`config.mk`:
```
export PLATFORM = sky130hd
export DESIGN_NAME = apb_to_obi
export DESIGN_NICKNAME = d
export VERILOG_FILES = /design/src/rtl/apb_to_obi.sv
export SDC_FILE = /design/constraint.sdc
export NUM_CORES = 1
export LEC_CHECK = 0
export ABC_AREA = 1
export BUFFER_PORTS_ARGS = -buffer_cell sky130_fd_sc_hd__buf_2
export CAP_MARGIN = 10
export CORE_UTILIZATION = 45
export DETAILED_ROUTE_END_ITERATION = 8
export PLACE_DENSITY = 0.82
export SLEW_MARGIN = 15
export SYNTH_ARGS = -nofsm -noshare
export SYNTH_HDL_FRONTEND = slang
export SYNTH_SLANG_ARGS = --single-unit
```
`constraint.sdc`:
```
create_clock -name clk_i -period 7.6 [get_ports clk_i]
set_input_delay 0 -clock clk_i [delete_from_list [all_inputs] [get_ports clk_i]]
set_output_delay 0 -clock clk_i [all_outputs]
set_load 0.01 [all_outputs]
```
`src/rtl/apb_to_obi.sv`:
```
// APB completer that turns each APB transfer into exactly one OBI
// manager transaction, with at most one transaction outstanding.
//
// Ports:
//   clk_i, rst_i        clock (rising edge), async active-high reset
//   psel_i .. pstrb_i   APB request (select, enable, write, addr, data, strobes)
//   prdata_o, pready_o,
//   pslverr_o           APB response, valid only while pready_o=1
//   obi_req_o .. obi_wdata_o
//                       OBI address phase (held stable until obi_gnt_i)
//   obi_gnt_i           OBI grant
//   obi_rvalid_i, obi_rdata_i, obi_err_i
//                       OBI response phase
//
// RespTimeout bounds the wait for rvalid after gnt (0 disables it). A
// timed-out transaction is answered on APB with an error, and the block
// then drains the late OBI response before accepting new work.
module apb_to_obi #(
    parameter int AddrWidth   = 32,
    parameter int DataWidth   = 32,
    parameter int RespTimeout = 255
) (
    input  logic                   clk_i,
    input  logic                   rst_i,
    input  logic                   psel_i,
    input  logic                   penable_i,
    input  logic                   pwrite_i,
    input  logic [AddrWidth-1:0]   paddr_i,
    input  logic [DataWidth-1:0]   pwdata_i,
    input  logic [DataWidth/8-1:0] pstrb_i,
    output logic [DataWidth-1:0]   prdata_o,
    output logic                   pready_o,
    output logic                   pslverr_o,
    output logic                   obi_req_o,
    input  logic                   obi_gnt_i,
    output logic [AddrWidth-1:0]   obi_addr_o,
    output logic                   obi_we_o,
    output logic [DataWidth/8-1:0] obi_be_o,
    output logic [DataWidth-1:0]   obi_wdata_o,
    input  logic                   obi_rvalid_i,
    input  logic [DataWidth-1:0]   obi_rdata_i,
    input  logic                   obi_err_i
);

    localparam int StrbWidth = DataWidth / 8;

    // The counter only has to reach RespTimeout-1: it starts at 0 in the
    // first RESP cycle, so hitting RespTimeout-1 there means RespTimeout
    // RESP cycles have elapsed without a response.
    localparam int CntWidth = (RespTimeout > 1) ? $clog2(RespTimeout) : 1;
    localparam int unsigned CntLastInt =
        (RespTimeout > 0) ? RespTimeout - 1 : 0;
    localparam logic [CntWidth-1:0] CntLast = CntWidth'(CntLastInt);

    typedef enum logic [2:0] {
        S_IDLE,
        S_REQ,
        S_RESP,
        S_DONE,
        S_DRAIN
    } state_t;

    state_t                 state_q;
    state_t                 state_d;

    logic [AddrWidth-1:0]   addr_q;
    logic                   we_q;
    logic [StrbWidth-1:0]   be_q;
    logic [DataWidth-1:0]   wdata_q;
    logic [DataWidth-1:0]   rdata_q;
    logic                   err_q;
    logic                   drain_q;
    logic [CntWidth-1:0]    cnt_q;

    logic                   setup;
    logic                   timeout;

    // Only a genuine setup phase starts a transfer; an access phase seen
    // in IDLE without a preceding setup is ignored.
    assign setup   = psel_i & ~penable_i;
    assign timeout = (RespTimeout != 0) && (cnt_q == CntLast);

    always_ff @(posedge clk_i or posedge rst_i) begin
        if (rst_i) begin
            state_q <= S_IDLE;
        end else begin
            state_q <= state_d;
        end
    end

    always_comb begin
        state_d = state_q;
        unique case (state_q)
            S_IDLE: begin
                if (setup) begin
                    state_d = S_REQ;
                end
            end
            S_REQ: begin
                if (obi_gnt_i) begin
                    state_d = S_RESP;
                end
            end
            S_RESP: begin
                if (obi_rvalid_i || timeout) begin
                    state_d = S_DONE;
                end
            end
            S_DONE: begin
                state_d = drain_q ? S_DRAIN : S_IDLE;
            end
            S_DRAIN: begin
                if (obi_rvalid_i) begin
                    state_d = S_IDLE;
                end
            end
            default: begin
                state_d = S_IDLE;
            end
        endcase
    end

    always_ff @(posedge clk_i or posedge rst_i) begin
        if (rst_i) begin
            addr_q  <= '0;
            we_q    <= 1'b0;
            be_q    <= '0;
            wdata_q <= '0;
            rdata_q <= '0;
            err_q   <= 1'b0;
            drain_q <= 1'b0;
            cnt_q   <= '0;
        end else begin
            if (state_q == S_IDLE && setup) begin
                addr_q  <= paddr_i;
                we_q    <= pwrite_i;
                be_q    <= pwrite_i ? pstrb_i : '1;
                wdata_q <= pwdata_i;
            end
            if (state_q == S_REQ && obi_gnt_i) begin
                cnt_q <= '0;
            end
            if (state_q == S_RESP) begin
                // A response arriving in the timeout cycle still wins.
                if (obi_rvalid_i) begin
                    rdata_q <= we_q ? '0 : obi_rdata_i;
                    err_q   <= obi_err_i;
                    drain_q <= 1'b0;
                end else if (timeout) begin
                    rdata_q <= '0;
                    err_q   <= 1'b1;
                    drain_q <= 1'b1;
                end else begin
                    cnt_q <= cnt_q + 1'b1;
                end
            end
        end
    end

    assign pready_o    = (state_q == S_DONE);
    assign prdata_o    = pready_o ? rdata_q : '0;
    assign pslverr_o   = pready_o & err_q;

    assign obi_req_o   = (state_q == S_REQ);
    assign obi_addr_o  = addr_q;
    assign obi_we_o    = we_q;
    assign obi_be_o    = be_q;
    assign obi_wdata_o = wdata_q;

endmodule

```
==> results of run 1 <==
## sequential cells by signal, summed over array words and instances (netlist names)
| signal | cells |
|---|---|
| obi_addr_o | 32 |
| obi_wdata_o | 32 |
| rdata_q | 32 |
| cnt_q | 8 |
| obi_be_o | 4 |
| state_q | 3 |
| drain_q | 1 |
| err_q | 1 |
| obi_we_o | 1 |
## layout make-up
type	instances	share of cell area
Clock buffer	18	0.0552
Clock inverter	14	0.0231
Inverter	55	0.0269
Multi-Input combinational cell	414	0.222
Sequential cell	114	0.368
Tap cell	136	0.0219
Timing Repair Buffer	326	0.283
## repair_timing
action,CTS,global route
buffers inserted,0,0
gates resized for setup,0,0
endpoints found under the hold margin,149,0
hold buffers,111,0
## per-layer routing
| metal | track usage | up-vias | wire, um |
|---|---|---|---|
| met5 | 0 | - | 0 |
| met4 | 0.0959 | 0 | 331 |
| met3 | 0.0705 | 34 | 1130 |
| met2 | 0.460 | 263 | 7510 |
| met1 | 0.347 | 2418 | 6270 |
| li1 | - | 2486 | - |
## logic make-up after synthesis
group | count (synthesis) | synth area share
DFF | 114 | 0.579
adders and majority gates | 2 | 0.00508
buffers and inverters | 83 | 0.0741
and+or+nand+nor | 369 | 0.295
AOI/OAI and AO/OA | 43 | 0.0467
## worst paths after layout
path | start | to | slack [ns] | cells past startpoint
worst min-delay path | rst_i | rdata_q[24] | 0.07 | 3
worst max-delay path | state_q[2] | obi_addr_o[19] | 5.21 | 6
worst max register to register | state_q[2] | obi_addr_o[19] | 5.21 | 6
min in group clk_i | paddr_i[21] | obi_addr_o[21] | 0.24 | 4
worst min register to register | obi_wdata_o[27] | obi_wdata_o[27] | 0.47 | 2
max in group asynchronous | rst_i | obi_wdata_o[29] | 6.16 | 4
## Yosys cell counts (all sizes together)
library cell and instances:
a21oi 2, buf 22, dfrtp 114, or2 1, inv 55, nand2 294, o21ai 41, clkbuf 6
nand4 2, nor3 2, nand3 21, nor2 49, ha 2
## worst reg2reg max path: stages (launching register included)
cell and delay (ns):
dfrtp_1 0.42, nor3_2 0.24, nand3_2 0.08, buf_4 0.35, inv_2 0.87, nand2_1 0.24, nand2_1 0.13
## power by group
| group | internal (mW) | switching (mW) |
|---|---|---|
| combinational | 0.335 | 0.507 |
| sequential | 0.839 | 0.148 |
| clock | 0.513 | 0.295 |
| total | 1.69 | 0.950 |
## through the flow
step | std cells | area (um2) | hold WS [ns] | worst slack (ns) | power (mW)
2_1_floorplan | 611 | 4930 | 0.0947 | 4.58 | 1.43
3_3_place_gp | 934 | 6030 | 0.0450 | 5.31 | 1.70
3_5_place_dp | 934 | 6030 | 0.0439 | 5.27 | 1.73
4_1_cts | 1077 | 7750 | 0.0588 | 5.23 | 2.60
5_1_grt | 1077 | 7750 | 0.0859 | 5.03 | 2.80
6_report | 1077 | 7750 | 0.0650 | 5.21 | 2.64
==> flow_summary.rst, run 1 <==
.. list-table::
   :header-rows: 1

   * - Metric
     - Value
   * - Via count of the first global-routing pass
     - 5190
   * - Clock tree from TritonCTS
     - done
   * - Largest incremental delay on the critical path
     - ~0.84 ns
   * - Slew at the pin with the worst max-slew slack
     - 1.05 ns
   * - Max-Cap Viols
     - 0
   * - Effective utilization at floorplan
     - 0.471
   * - Setup repair after global routing missed its margin
     - no
   * - Crit-path leading delay family
     - buffers and inverters
   * - Filler instances
     - between 700 and 800
   * - Final wirelength
     - approximately 15 mm
   * - Commonest cells after routing, fill and taps aside
     - nand2_1 (290), buf_2 (211), dfrtp_1 (114)
   * - Overall die height
     - roughly 110 um
   * - Cell with the largest stage delay on the worst path
     - inv_2
   * - Endpoint class of the critical path
     - flip-flop
   * - Number of CTS-inserted buffers
     - 17
   * - Buffers on Ports
     - 211
   * - Clock sink count
     - roughly 110
   * - Required time of the critical path
     - approximately 8 ns
   * - Maximum fanout along the worst path
     - 75
   * - Yosys top cell area share
     - 0.579
   * - Pwr dens
     - ~340 mW/mm2
   * - Area occupied by registers
     - approximately 0.0029 mm2
   * - Lkg Pwr
     - roughly 4.2 nW
   * - # H-tree levels
     - 4
   * - Synth warnings
     - 0
   * - Post-layout utilization of the core
     - 0.741
   * - Startpoint types
     - flip-flop
   * - Area inside the core boundary
     - 0.0105 mm2
   * - Number of cell rows
     - 37
   * - DR vias/cell
     - between 4 and 5
   * - Max rail drop VDD
     - 209 uV
   * - Routed len/inst
     - 14.2 um
   * - Number of vias after detailed routing
     - roughly 5200
   * - Total count of hold-check failures in the final report
     - 0
   * - Die Outline Area
     - 0.0114 mm2
   * - Antenna diode count
     - 0
   * - Wire length of the first global-routing pass
     - 24.5 mm
   * - Footprint of the multi-input gates
     - ~0.0017 mm2
   * - Layout cell share with drive strength beyond 1
     - 0.279
   * - I/O pin count
     - 212
   * - Flip-flop and latch count after synthesis
     - about 110
   * - Number of nets at the end of the flow
     - 1038
   * - GRT Util Overall
     - 0.275
   * - HPWL after detailed placement
     - approximately 8 mm
   * - Worst-case clock skew
     - 0.00936 ns
   * - Max Slew Vio Count
     - 0
   * - Achievable frequency
     - 419 MHz
   * - Post-synthesis instance area
     - approximately 0.005 mm2
   * - Post-synthesis sequential area ratio
     - 0.579
   * - Data arrival time of the critical path
     - between 2 and 3 ns
   * - Cells along the critical path
     - nor3_2, nand3_2, buf_4, inv_2, nand2_1, nand2_1
   * - Post-route DRC violation count
     - 0
   * - Area growth, synth to finish
     - 57.4%
   * - Worst rel slew slack
     - 0.302
   * - Total overflow reported by the global router
     - 0
   * - Worst setup path category
     - reg -> reg
   * - Clock root cell
     - clkbuf_8
   * - Total Neg Setup Slack
     - 0 ns
   * - Gate count after technology mapping
     - slightly above 600
   * - Number of different library cells in the post-synthesis netlist
     - 22
   * - Die X-Extent
     - 107 um
   * - Post-Syn Nets
     - slightly above 700
   * - Initial DRT Pass Iterations
     - 5
   * - Post-Synthesis Mean Instance Area
     - a little over 8 um2
   * - Run status
     - finished, final reports clean
   * - Violation count after the first detailed-routing iteration
     - 421
   * - Pin count of the biggest net entering global routing
     - 80
   * - Clock latency of the later-clocked register in the worst-skew pair
     - roughly 0.50 ns
   * - Post-synth top area cell
     - dfrtp_1
   * - Setup-failing EPs final
     - 0
   * - Minimum period implied by the final worst setup slack
     - about 2.4 ns
   * - Worst hold path type
     - in -> async
   * - Final cycle utilization of the critical path
     - 0.314
   * - Number of antenna violations at the first check in global routing
     - 0
   * - CTS Buffer Depth
     - 2
   * - Commonest non-fill, non-tap cell in the layout
     - nand2_1
   * - Ranking of synthesized cells by area
     - dfrtp_1 (58%), nand2_1 (22%), inv_1 (4.1%)
   * - Number of nets with antenna violations after routing
     - 0
   * - Most frequent cell on the critical path
     - nand2_1
   * - Last weighted congestion value of the routability-driven placer
     - 0.802
   * - Clock-pin slew on the worst setup and hold paths
     - around 0.06 ns
   * - Number of buffers and inverters on the critical path
     - 2
No activity file was read; power rests on OpenSTA's default activity.
==> inputs of run 2 (changes only) <==
- clock period: 7.6 -> 2.24 ns (I/O delays scaled with it)
==> flow_summary.rst, run 2 (synthesized netlist as in run 1, its figures left out) <==
.. list-table::
   :header-rows: 1

   * - Metric
     - Value
   * - Last weighted congestion value of the routability-driven placer
     - 0.769 (-4.1%)
   * - Antenna diode count
     - 0 (unchanged)
   * - # H-tree levels
     - 4 (unchanged)
   * - Part of the power in registers
     - 0.366 (-0.008)
   * - Number of antenna violations at the first check in global routing
     - 0 (unchanged)
   * - Clock root cell
     - clkbuf_8
   * - Number of vias after detailed routing
     - 5284 (+1.6%)
   * - Setup repair after global routing missed its margin
     - no
   * - Area growth, synth to finish
     - 60.2%
   * - Switching portion of total power
     - 0.357 (-0.00333)
   * - Minimum period implied by the final worst setup slack
     - 1.99 ns (-0.397 ns)
   * - CTS Buffer Depth
     - 2 (unchanged)
   * - Global Route met2 Usage
     - 0.487 (+0.0263)
   * - Max-Cap Viols
     - 0 (unchanged)
   * - Effective utilization at floorplan
     - 0.471 (unchanged)
   * - Clock tree from TritonCTS
     - done
   * - HPWL after detailed placement
     - 8.26 mm (+3.7%)
   * - GRT Util Overall
     - 0.287 (+0.0116)
   * - Worst setup path category
     - reg -> reg
   * - Clock-pin slew on the worst setup and hold paths
     - 0.06 ns (about the same)
   * - Clock latency of the later-clocked register in the worst-skew pair
     - 0.49 ns (about the same)
   * - Total count of hold-check failures in the final report
     - 0 (unchanged)
   * - Number of cell rows
     - 37 (unchanged)
   * - Setup-failing EPs final
     - 0 (unchanged)
   * - Lkg Pwr
     - 4.27 nW (+0.85%)
   * - I/O pin count
     - 212 (unchanged)
   * - Post-CTS Setup Bufs
     - 0 (unchanged)
   * - Layout cell share with drive strength beyond 1
     - 0.279 (-0.000543)
   * - Number of CTS-inserted buffers
     - 17 (unchanged)
   * - Endpoint class of the critical path
     - flip-flop
   * - Clock share of power
     - 0.310 (+0.004)
   * - Buffers on Ports
     - 211 (unchanged)
   * - Routed len/inst
     - 14.6 um (+2.9%)
   * - Commonest cells after routing, fill and taps aside
     - nand2_1 (290), buf_2 (211), dlygate4sd3_1 (118)
   * - Wire length of the first global-routing pass
     - 25.5 mm (+3.8%)
   * - Worst-case clock skew
     - 0.00665 ns (-0.00271 ns)
   * - Required time of the critical path
     - 2.61 ns (-5.42 ns)
   * - Achievable frequency
     - 503 MHz (+20%)
   * - Total overflow reported by the global router
     - 0 (unchanged)
   * - Number of gates resized after cts
     - 0 (unchanged)
   * - Violation count after the first detailed-routing iteration
     - 365 (-13%)
   * - Run status
     - finished, final reports clean
   * - DR vias/cell
     - 4.87 (+0.75%)
   * - Total Neg Setup Slack
     - 0 ns (unchanged)
   * - Final wirelength
     - 15.8 mm (+3.7%)
   * - GR peak layer
     - met2
   * - Crit path launch
     - cnt_q[0]
   * - Final cycle utilization of the critical path
     - 0.888 (+0.574)
   * - Initial DRT Pass Iterations
     - 5 (unchanged)
   * - Pwr dens
     - 1150 mW/mm2 (+240%)
   * - Slew at the pin with the worst max-slew slack
     - 0.737 ns (-0.309 ns)
   * - Switching Power
     - 3.24 mW (+240%)
   * - Max Slew Vio Count
     - 0 (unchanged)
   * - Pin count of the biggest net entering global routing
     - 115 (+44%)
   * - Met3 usage in global routing
     - 0.0675 (-0.00304)
   * - Clock sink count
     - 114 (unchanged)
   * - Max rail drop VDD
     - 854 uV (+310%)
   * - Part of the power in combinational logic
     - 0.324 (+0.005)
   * - Worst hold path type
     - in -> reg
   * - Area inside the core boundary
     - 0.0105 mm2 (unchanged)
   * - Maximum fanout along the worst path
     - 11 (-85%)
   * - Commonest non-fill, non-tap cell in the layout
     - nand2_1
   * - Via count of the first global-routing pass
     - 5436 (+4.7%)
   * - Worst rel slew slack
     - 0.508 (+0.206)
   * - Hold-fix buffers, CTS
     - 118 (+6.3%)
   * - Reg-to-Reg Start
     - cnt_q[0]
   * - Post-route DRC violation count
     - 0 (unchanged)
   * - Data arrival time of the critical path
     - 2.36 ns (-0.46 ns)
   * - Number of nets with antenna violations after routing
     - 0 (unchanged)
   * - Startpoint types
     - flip-flop
   * - Die X-Extent
     - 107 um (unchanged)
   * - Number of nets at the end of the flow
     - 1048 (+0.96%)
   * - Die Outline Area
     - 0.0114 mm2 (unchanged)
   * - Filler instances
     - 677 (-4.6%)
   * - Total Power Consumption
     - 9.09 mW (+240%)
   * - Overall die height
     - 107 um (unchanged)
   * - Startpoint of the worst hold path
     - penable_i
   * - GR Util met1
     - 0.346 (-0.000983)
   * - Internal power contribution
     - 5.85 mW (+250%)
[run 2: changes by cell type in the layout (fill, tap and decap cells not counted)]
cell,delta
buf_12,+3
bufinv_16,+1
clkbuf_8,-1
clkinv_2,-1
clkinv_4,+1
dlygate4sd3_1,+7
inv_4,-1
nand2_2,+1
nand2_4,-1
[run 2: cell type report]
cell class | count | area (um2) | share of cell area
repair buffers | 336 | 2330 | 0.295
well taps | 136 | 170 | 0.0216
multi-input cells | 414 | 1710 | 0.217
inverters | 55 | 210 | 0.0266
flip-flops and latches | 114 | 2850 | 0.361
clock inverters | 14 | 205 | 0.0260
clock buffers | 17 | 414 | 0.0525
[run 2: worst max-delay path, stage by stage (launching register included)]
cell	delay, ns
dfrtp_1	0.40
inv_1	0.06
ha_1	0.18
nand2_1	0.06
nor2_1	0.03
nand2_1	0.27
nand2_2	0.16
nand3_1	0.11
nand2_1	0.05
dlygate4sd3_1	0.54
[run 2: path summary, 6_finish.rpt]
path | to | slack, ns | cells after the start
min reg2reg | obi_wdata_o[0] | 0.47 | 2
min in group asynchronous | obi_wdata_o[20] | 0.25 | 4
max in group asynchronous | obi_we_o | 1.50 | 4
min | obi_wdata_o[7] | 0.03 | 6
max reg2reg | state_q[0] | 0.25 | 9
max | state_q[0] | 0.25 | 9
[run 2: metal layers]
| layer | vias up | wire, um |
|---|---|---|
| met3 | 46 | 1280 |
| met4 | 0 | 470 |
| li1 | 2506 | - |
| met2 | 275 | 7810 |
| met5 | - | 0 |
| met1 | 2457 | 6250 |
[run 2: power by group through the flow]
stage / Sequential (mW) / Combinational [mW] / Clock (mW)
5_1_grt: 3.41 / 3.24 / 2.97
3_5_place_dp: 3.28 / 2.66 / 0
2_1_floorplan: 3.54 / 1.30 / 0
6_report: 3.33 / 2.94 / 2.82
4_1_cts: 3.29 / 2.84 / 2.86
3_3_place_gp: 3.29 / 2.55 / 0
[run 2: metrics by stage]
stage / instance area, um2 / util / hold WS [ns] / std cells / setup WS, ns
5_1_grt: 7890 / 0.754 / 0.0726 / 1086 / 0.0732
4_1_cts: 7890 / 0.754 / 0.00290 / 1086 / 0.270
6_report: 7890 / 0.754 / 0.0328 / 1086 / 0.252
3_5_place_dp: 6090 / 0.582 / 0.197 / 937 / 0.519
2_1_floorplan: 4930 / - / 0.0947 / 611 / 0.855
3_3_place_gp: 6090 / 0.582 / 0.194 / 937 / 0.584
==> inputs of run 3 (changes only) <==
- MAX_ROUTING_LAYER: not set -> met4
==> flow_summary.rst, run 3 (synthesized netlist as in run 1, its figures left out) <==
.. list-table::
   :header-rows: 1

   * - Metric
     - Value
   * - Violation count after the first detailed-routing iteration
     - 413 (+13%)
   * - Setup-failing EPs final
     - 0 (unchanged)
   * - Final wirelength
     - 15.8 mm (+0.15%)
   * - HPWL after detailed placement
     - 8.26 mm (unchanged)
   * - Total overflow reported by the global router
     - 0 (unchanged)
   * - CP Capture Point
     - state_q[0]
   * - Number of CTS-inserted buffers
     - 17 (unchanged)
   * - GRT Util Overall
     - 0.295 (+0.00811)
   * - Required time of the critical path
     - 2.61 ns (about the same)
   * - Post-Layout Inst Area
     - 0.00789 mm2 (unchanged)
   * - Clock root cell
     - clkbuf_8
   * - Number of nets with antenna violations after routing
     - 0 (unchanged)
   * - Worst setup path category
     - reg -> reg
   * - Max Slew Vio Count
     - 0 (unchanged)
   * - # H-tree levels
     - 4 (unchanged)
   * - Clock-pin slew on the worst setup and hold paths
     - 0.06 ns (about the same)
   * - Number of antenna violations at the first check in global routing
     - 0 (unchanged)
   * - Commonest cells after routing, fill and taps aside
     - nand2_1 (290), buf_2 (211), dlygate4sd3_1 (118)
   * - Footprint of the multi-input gates
     - 0.00171 mm2 (unchanged)
   * - Area inside the core boundary
     - 0.0105 mm2 (unchanged)
   * - Cell Area, Placed
     - 0.00609 mm2 (unchanged)
   * - Number of gates resized after cts
     - 0 (unchanged)
   * - Last weighted congestion value of the routability-driven placer
     - 0.779 (+1.3%)
   * - Effective utilization at floorplan
     - 0.471 (unchanged)
   * - Initial DRT Pass Iterations
     - 5 (unchanged)
   * - Setup repair after global routing missed its margin
     - no
   * - Achievable frequency
     - 505 MHz (+0.45%)
   * - Slew at the pin with the worst max-slew slack
     - 0.736 ns (-0.000910 ns)
   * - Worst-case clock skew
     - 0.0136 ns (+0.00694 ns)
   * - R2R Path End
     - state_q[0]
   * - Maximum fanout along the worst path
     - 11 (unchanged)
   * - Filler instances
     - 677 (unchanged)
   * - Routed len/inst
     - 14.6 um (+0.15%)
   * - Via count of the first global-routing pass
     - 5436 (unchanged)
   * - Setup Slack @ Placement
     - 0.519 ns (unchanged)
   * - Post-route DRC violation count
     - 0 (unchanged)
   * - Die X-Extent
     - 107 um (unchanged)
   * - Antenna diode count
     - 0 (unchanged)
   * - Number of nets at the end of the flow
     - 1048 (unchanged)
   * - Worst hold path type
     - in -> reg
   * - Overall die height
     - 107 um (unchanged)
   * - Final cycle utilization of the critical path
     - 0.884 (-0.00400)
   * - Total count of hold-check failures in the final report
     - 0 (unchanged)
   * - Post-CTS Setup Bufs
     - 0 (unchanged)
   * - Hold-fix buffers, CTS
     - 118 (unchanged)
   * - Commonest non-fill, non-tap cell in the layout
     - nand2_1
   * - Area growth, synth to finish
     - 60.2% (unchanged)
   * - Area occupied by registers
     - 0.00285 mm2 (unchanged)
   * - Clock tree from TritonCTS
     - done
   * - Total Power Consumption
     - 9.10 mW (about the same)
   * - Max rail drop VDD
     - 857 uV (+0.33%)
   * - Worst rel slew slack
     - 0.509 (+0.000607)
   * - Startpoint types
     - flip-flop
   * - Pwr dens
     - 1150 mW/mm2 (about the same)
   * - Max-Cap Viols
     - 0 (unchanged)
   * - CTS Buffer Depth
     - 2 (unchanged)
   * - Buffers on Ports
     - 211 (unchanged)
   * - Crit path launch
     - cnt_q[0]
   * - Final WS setup
     - 0.261 ns (+0.00896 ns)
   * - Data arrival time of the critical path
     - 2.35 ns (about the same)
   * - Post-layout utilization of the core
     - 0.754 (unchanged)
   * - Number of vias after detailed routing
     - 5308 (+0.45%)
   * - Pin count of the biggest net entering global routing
     - 115 (unchanged)
   * - Lkg Pwr
     - 4.27 nW (unchanged)
   * - Clock latency of the later-clocked register in the worst-skew pair
     - 0.50 ns (about the same)
   * - DR vias/cell
     - 4.89 (+0.45%)
   * - I/O pin count
     - 212 (unchanged)
   * - Clock sink count
     - 114 (unchanged)
   * - Cell count of the worst reg-to-reg path
     - 9 (unchanged)
   * - Endpoint class of the critical path
     - flip-flop
   * - Die Outline Area
     - 0.0114 mm2 (unchanged)
   * - Run status
     - finished, final reports clean
   * - Wire length of the first global-routing pass
     - 25.5 mm (about the same)
   * - Reg-to-Reg Start
     - cnt_q[0]
   * - Total Neg Setup Slack
     - 0 ns (unchanged)
   * - Number of cell rows
     - 37 (unchanged)
   * - Minimum period implied by the final worst setup slack
     - 1.98 ns (-0.00896 ns)
   * - Register-to-register setup slack
     - 0.26 ns (about the same)
   * - Layout cell share with drive strength beyond 1
     - 0.279 (unchanged)
## run 3: final cells by class
class / instances / share of cell area
clock inverters: 14 / 0.0260
inverters: 55 / 0.0266
multi-input cells: 414 / 0.217
repair buffers: 336 / 0.295
flip-flops and latches: 114 / 0.361
well taps: 136 / 0.0216
clock buffers: 17 / 0.0525
## run 3: per-layer routing
layer / vias up / global-route usage / part of all wire
met1: 2489 / 0.350 / 0.40
met2: 281 / 0.488 / 0.50
met3: 36 / 0.0626 / 0.077
met4: 0 / 0.126 / 0.024
met5: - / - / 0
li1: 2502 / - / -
## run 3: how the worst min path moves through the flow
stage	from	endpoint	slack, ns	cells past startpoint
2_1_floorplan	obi_rvalid_i	drain_q	0.09	1
3_3_place_gp	pwdata_i[23]	obi_wdata_o[23]	0.19	3
3_5_place_dp	paddr_i[6]	obi_addr_o[6]	0.20	3
4_1_cts	penable_i	obi_wdata_o[7]	0.003	6
5_1_grt	penable_i	obi_wdata_o[6]	0.07	6
6_report	penable_i	obi_wdata_o[6]	0.04	6
## run 3: through the flow
step	hold slack [ns]	cells
3_5_place_dp	0.197	937
6_report	0.0373	1086
5_1_grt	0.0713	1086
3_3_place_gp	0.194	937
4_1_cts	0.00290	1086
2_1_floorplan	0.0947	611
## run 3: power breakdown
group	leakage (nW)	internal [mW]	total, mW	switching [mW]
Combinational	2.52	1.18	2.94	1.76
Sequential	1.46	2.85	3.33	0.487
Clock	0.295	1.82	2.82	1.00
Total	4.27	5.85	9.10	3.25
## run 3: critical path: stages, from the launching register on
cell and delay, ns:
dfrtp_1 0.40, inv_1 0.06, ha_1 0.18, nand2_1 0.06, nor2_1 0.03, nand2_1 0.27, nand2_2 0.16, nand3_1 0.11
nand2_1 0.05, dlygate4sd3_1 0.54
